<file path="config.mk">
export PLATFORM = sky130hd
export DESIGN_NAME = mod_updown_counter
export DESIGN_NICKNAME = d
export VERILOG_FILES = /design/src/rtl/mod_updown_counter.sv
export SDC_FILE = /design/constraint.sdc
export NUM_CORES = 1
export LEC_CHECK = 0
export CORE_UTILIZATION = 45
export CTS_CLUSTER_DIAMETER = 150
export CTS_CLUSTER_SIZE = 14
export DETAILED_ROUTE_END_ITERATION = 8
export PLACE_DENSITY_LB_ADDON = 0.2
export SETUP_SLACK_MARGIN = 0.05
export SYNTH_ARGS = -nofsm -noshare
export SYNTH_HDL_FRONTEND = slang
export SYNTH_SLANG_ARGS = --single-unit
</file>
<file path="constraint.sdc">
create_clock -name clk -period 2.4 [get_ports clk]
set_clock_uncertainty 0.2 [all_clocks]
set_input_delay 0.36 -clock clk [delete_from_list [all_inputs] [get_ports clk]]
set_output_delay 0.36 -clock clk [all_outputs]
set_load 0.02 [all_outputs]
</file>
<file path="src/rtl/mod_updown_counter.sv">
// Modulo-N up/down counter with programmable step, wrap or saturate,
// and one-cycle carry/borrow/err pulses for cascading digit counters.
module mod_updown_counter #(
  parameter int WIDTH    = 4,
  parameter int MODULUS  = 10,
  parameter int SATURATE = 0
) (
  input  logic             clk,
  input  logic             rst,
  input  logic             en,
  input  logic             up,
  input  logic             load,
  input  logic [WIDTH-1:0] load_val,
  input  logic [WIDTH-1:0] step,
  output logic [WIDTH-1:0] count,
  output logic             carry,
  output logic             borrow,
  output logic             tc,
  output logic             err
);

  if (MODULUS < 2 || MODULUS > 2**WIDTH) begin : g_bad_modulus
    $error("mod_updown_counter: MODULUS out of range 2..2**WIDTH");
  end

  localparam logic [WIDTH:0]   MODW = (WIDTH+1)'(MODULUS);
  localparam logic [WIDTH-1:0] TOP  = WIDTH'(MODULUS - 1);

  logic [WIDTH:0]   cx;
  logic [WIDTH:0]   sx;
  logic [WIDTH:0]   lx;
  logic [WIDTH:0]   sum;
  logic [WIDTH-1:0] nxt;
  logic             c_nxt;
  logic             b_nxt;
  logic             e_nxt;

  // One extra bit so sum never truncates at 2**WIDTH.
  assign cx  = {1'b0, count};
  assign sx  = {1'b0, step};
  assign lx  = {1'b0, load_val};
  assign sum = cx + sx;

  always_comb begin
    nxt   = count;
    c_nxt = 1'b0;
    b_nxt = 1'b0;
    e_nxt = 1'b0;
    if (load) begin
      if (lx >= MODW) e_nxt = 1'b1;
      else            nxt   = load_val;
    end else if (en) begin
      if (sx >= MODW) begin
        e_nxt = 1'b1;
      end else if (up) begin
        if (sum >= MODW) begin
          c_nxt = 1'b1;
          nxt   = (SATURATE != 0) ? TOP
                                  : WIDTH'(sum - MODW);
        end else begin
          nxt = sum[WIDTH-1:0];
        end
      end else begin
        if (sx > cx) begin
          b_nxt = 1'b1;
          nxt   = (SATURATE != 0) ? '0
                                  : WIDTH'(cx + MODW - sx);
        end else begin
          nxt = count - step;
        end
      end
    end
  end

  always_ff @(posedge clk or posedge rst) begin
    if (rst) begin
      count  <= '0;
      carry  <= 1'b0;
      borrow <= 1'b0;
      err    <= 1'b0;
    end else begin
      count  <= nxt;
      carry  <= c_nxt;
      borrow <= b_nxt;
      err    <= e_nxt;
    end
  end

  assign tc = up ? (count == TOP) : (count == '0);

endmodule

</file>
======== Word level (Yosys, flattened, before mapping) ========
Index checks and enable logic that the tools add are counted.
operators by class
  $add $sub $neg .......................... 5
  magnitude comparators ................... 4
  equality and inequality tests ........... 3
  mux-type cells .......................... 22
  reduce and logical (&&, ||, !) cells .... 3
operators with widths
  cell                                                  number
  2-to-1 mux 4 bit                                      7
  2-to-1 mux 1 bit                                      15
  >= comparator 4 bit (second input constant)           2
  subtractor 4 bit                                      2
  adder 4 x 4 -> 5 bit                                  1
  >= comparator 5 x 4 -> 1 bit (second input constant)  1
  adder 4 bit (second input constant)                   1
  == test 4 bit (second input constant)                 1
  > comparator 4 bit                                    1
  zero test 4 bit                                       1
  inequality test 2 bit (second input constant)         2
  subtractor 4 bit (second input constant)              1
  AND reduction 3 bit                                   1
  nonzero test 2 bit                                    1
storage, ports and cells
  register bits ........................... 7
  input bits .............................. 13
  output and inout port bits .............. 8
  logic and storage cells ................. 41

======== Depth between registers and ports, before layout ========
  depth after elaboration ................. 7
  mapped depth ............................ 10

======== Worst setup path after synthesis ========
OpenSTA, ideal clock, no wires.
  path kind ............................... reg-to-reg
  from .................................... reg count[0]
  to ...................................... reg count[1]
  library setup time ...................... 0.069 ns
  data arrival time ....................... 2.410 ns
  required time ........................... 2.131 ns
  path slack .............................. -0.279 ns
  stages on the path, launching flop included .. 10
  path buffers ............................ 0
  clock period less this slack ............ 2.679 ns
  cell sequence ........................... dfrtp_1 ha_1 fa_1 xor2_2 ha_1 inv_1 a31oi_4 a22oi_2 a2111o_1 nand3_1
on the way
  longest elaborated chain between the ends .. 7
ends and longest elaborated chain
  element                                              RTL line  RTL
  from (decl)                                          15        output logic [WIDTH-1:0] count,
  from (signal assigned)                               82        count <= nxt;
  adder 4 bit or adder 4 x 4 -> 5 bit (tied branches)  67, 42
  subtractor 4 bit (tied with other cells)             67        : WIDTH'(cx + MODW - sx);
  2-to-1 mux 4 bit (on tied branches)                  64, 56
  2-to-1 mux 4 bit (*)                                 55        end else if (up) begin
  2-to-1 mux 4 bit (*)                                 53        if (sx >= MODW) begin
  2-to-1 mux 4 bit (*)                                 52        end else if (en) begin
  2-to-1 mux 4 bit (*)                                 49        if (load) begin
Mark *: on every way between the ends. The rest lies on a longest branch, timed or not. The select of a mux whose other input is x is not followed.
A chain may end at the register's enable or synchronous reset.

======== Worst setup path after layout ========
Same ends and word-level chain as after synthesis.

==> impl_metrics.env <==
export IMPL_timing_final_ws_setup_ps=-42.35
export IMPL_final_common_cell="buf_4"
export IMPL_crit_buf_inv=1
export IMPL_crit_type="reg -> reg"
export IMPL_fp_row_count=16
export IMPL_synthCells=110
export IMPL_fp_coreArea_um2=1982
export IMPL_relSlewSlack_pct=76.15
export IMPL_critPathSlowestCell="dfrtp_2"
export IMPL_fin_crit_ps=2442
export IMPL_multi_input_area_um2=819.5
export IMPL_synth_cell_type_count=38
export IMPL_nFillCells=138
export IMPL_hpwl_um=2265
export IMPL_drive_gt1_share_pct=32.91
export IMPL_critical_path_top_delay_family="adder cells"
export IMPL_fin_nets=187
export IMPL_mostFrequentLayoutCells="23 x buf_4, 16 x clkdlybuf4s50_1, 9 x inv_1"
export IMPL_yosys_warnings=0
export IMPL_tightest_slew_ps=355.0
export IMPL_syn_avg_cell_area_um2=8.633
export IMPL_cp_arrival_ps=2430
export IMPL_endpoint_kind="flip-flop"
export IMPL_antenna_found_initial=0
export IMPL_crit_path_max_incr_delay_ps=440
export IMPL_critPathRequiredTime_ps=2390
export IMPL_pwr_share_seq_pct=12.0
export IMPL_ios=21
export IMPL_synth_top_area_share_pct=18.45
export IMPL_grt_max_degree=8
export IMPL_detail_route_antenna_nets=0
export IMPL_syn_nets=138
export IMPL_ctsHtreeMaxLevel=1
export IMPL_start_kind="flip-flop"
export IMPL_die_h_um=47.94
export IMPL_hold_slack_ps=148.6
export IMPL_numCtsBuffers=3
export IMPL_hp_class="in -> async"
export IMPL_syn_to_final_growth_pct=58.50
export IMPL_grt_setup_unrepaired="true"
export IMPL_wl_um=2834
export IMPL_detail_route_first_pass_iterations=4
export IMPL_outcome="finished with violations"
export IMPL_grt_overflow=0
export IMPL_drv_slew=0
export IMPL_detail_route_wl_per_cell_um=15.32
export IMPL_grt_pass1_wl_um=4298
export IMPL_power_density_nw_per_um2=897.1
export IMPL_final_hold_violation_count=0
export IMPL_synth_seq_cells=7
export IMPL_intPower_uw=752.2
export IMPL_crit_fanout=5
export IMPL_cts_tree="done"
export IMPL_die_w_um=47.94
export IMPL_path_clk_slew_ps=50
export IMPL_io_buffers=20
export IMPL_netlist_top_cells_area="dfrtp_1 18%, ha_1 14%, fa_1 8.4%"
export IMPL_cts_hold_buf=0
export IMPL_cts_sinks=7
export IMPL_start_util_pct=47.92
export IMPL_grt_pass1_vias=989
export IMPL_clk_latency_ps=250
export IMPL_p_sw_share_pct=44.30
export IMPL_drcViolationCount=0
export IMPL_max_vdd_ir_drop_mv=0.7399
export IMPL_gp_congestion=0.8483
export IMPL_clk_path_buf_depth=2
export IMPL_cap_violations=0
export IMPL_drt_iter0_markers=24
export IMPL_yosysTopAreaCell="dfrtp_1"
export IMPL_postLayoutCoreUtil_pct=75.95
export IMPL_vias=1026
export IMPL_cpMostUsedCell="ha_4"
export IMPL_r2r_slack_ps=-40
export IMPL_die_area_um2=2298
export IMPL_grt_use_total_pct=27.53
export IMPL_synth_area_um2=949.7
export IMPL_fmax_mhz=409.4
export IMPL_p_clk_share_pct=8.0
export IMPL_period_share_pct=101.8
export IMPL_p_comb_share_pct=80.0
export IMPL_violations="setup timing"
export IMPL_path_cells="ha_4 > fa_2 > xor2_4 > ha_4 > inv_4 > a31oi_4 > a22oi_2 > a2111o_1 > nand3_1"
export IMPL_finalSetupViolations=2
export IMPL_ctsRootBufferMaster="clkbuf_4"
export IMPL_ys_seq_area_share_pct=18.45
export IMPL_seq_area_um2=176.4
export IMPL_p_sw_uw=598.2
export IMPL_cellLeakagePower_nw=0.6252
export IMPL_antenna_cells=0
export IMPL_viasPerCell=5.546
-- layer usage --
layer  wire (µm)  vias to the layer above  GRT usage (%)
met5           0                        -              0
met4          57                        0          7.778
met3         117                        5          6.038
met2        1463                       39          50.27
met1        1195                      488          31.90
li1            -                      494              -
-- sequential cells by signal, summed over array words and instances (netlist names) --
| signal | count |
|---|---|
| carry | 1 |
| borrow | 1 |
| count | 4 |
| err | 1 |
-- worst paths after layout --
kind | from | end | cells after the start
min in group clk | count[3]$_DFFE_PP0P_ | count[3]$_DFFE_PP0P_ | 3
setup reg to reg | count[0]$_DFFE_PP0P_ | count[1]$_DFFE_PP0P_ | 9
setup / recovery | count[0]$_DFFE_PP0P_ | count[1]$_DFFE_PP0P_ | 9
hold reg to reg | count[3]$_DFFE_PP0P_ | count[3]$_DFFE_PP0P_ | 3
hold / removal | rst | err$_DFF_PP0_ | 2
max in group asynchronous | rst | count[0]$_DFFE_PP0P_ | 2
-- cells in the mapped netlist --
library cell and n:
buf_6 1, dfrtp_1 7, nor4b_1 1, a31oi_4 1, and2_1 1, nor3_1 2, nor3b_1 1, a211oi_1 3
o211ai_1 3, nor2_1 8, or4_1 1, a31oi_1 3, a22o_1 2, o32ai_1 1, xor2_2 1, a2bb2oi_1 1
ha_1 11, xnor2_1 2, or3_1 1, clkbuf_1 1, o21ai_0 4, inv_1 13, a22oi_2 1, a2111o_1 1
nand2_1 2, nor2b_1 5, o31ai_1 1, nand3b_1 3, a32oi_1 1, nand4b_1 1, o21a_1 1, fa_1 4
nand3_1 4, a21oi_1 8, nand2b_1 5, and4_1 1, o21ai_1 2, a2bb2oi_2 1
-- what timing repair did --
item | in CTS | in global routing
buffers inserted | 3 | 0
pin swaps | 11 | 5
gates resized for setup | 23 | 3
endpoints found under the setup margin | 5 | 5
-- layout make-up --
type,count,area share (%)
Clock buffer,4,1.746
Multi-Input combinational cell,88,54.45
Inverter,13,3.408
Timing Repair Buffer,46,26.43
Tap cell,27,2.244
Sequential cell,7,11.72
-- power groups by stage --
| stage | Sequential [mW] | Clock (mW) | Combinational (mW) |
|---|---|---|---|
| 2_1_floorplan | 0.209 | 0 | 0.527 |
| 3_3_place_gp | 0.164 | 0 | 0.904 |
| 3_5_place_dp | 0.165 | 0 | 0.932 |
| 4_1_cts | 0.161 | 0.112 | 1.07 |
| 5_1_grt | 0.164 | 0.119 | 1.17 |
| 6_report | 0.161 | 0.108 | 1.08 |
-- logic make-up after synthesis --
family	after synthesis	synth area share (%)
AOI/OAI and AO/OA	34	26.61
xor gates and xnor gates	3	3.558
adders and majority gates	15	22.93
buffers and inverters	15	6.719
DFF	7	18.45
and+or+nand+nor	36	21.74
-- stage by stage --
stage / power (mW) / TNS [ps] / worst slack, ps / cells / instance area [µm²]
after floorplan: 0.7356 / -135.6 / -118.2 / 110 / 978.4
after global placement: 1.068 / -1734 / -437.2 / 178 / 1370
after detailed placement: 1.097 / -1924 / -480.5 / 178 / 1370
after CTS: 1.338 / -77.49 / -73.82 / 185 / 1509
after global routing: 1.454 / -263.8 / -121.9 / 185 / 1505
final: 1.350 / -54.78 / -42.35 / 185 / 1505
Power figures use the tool's default switching activity.
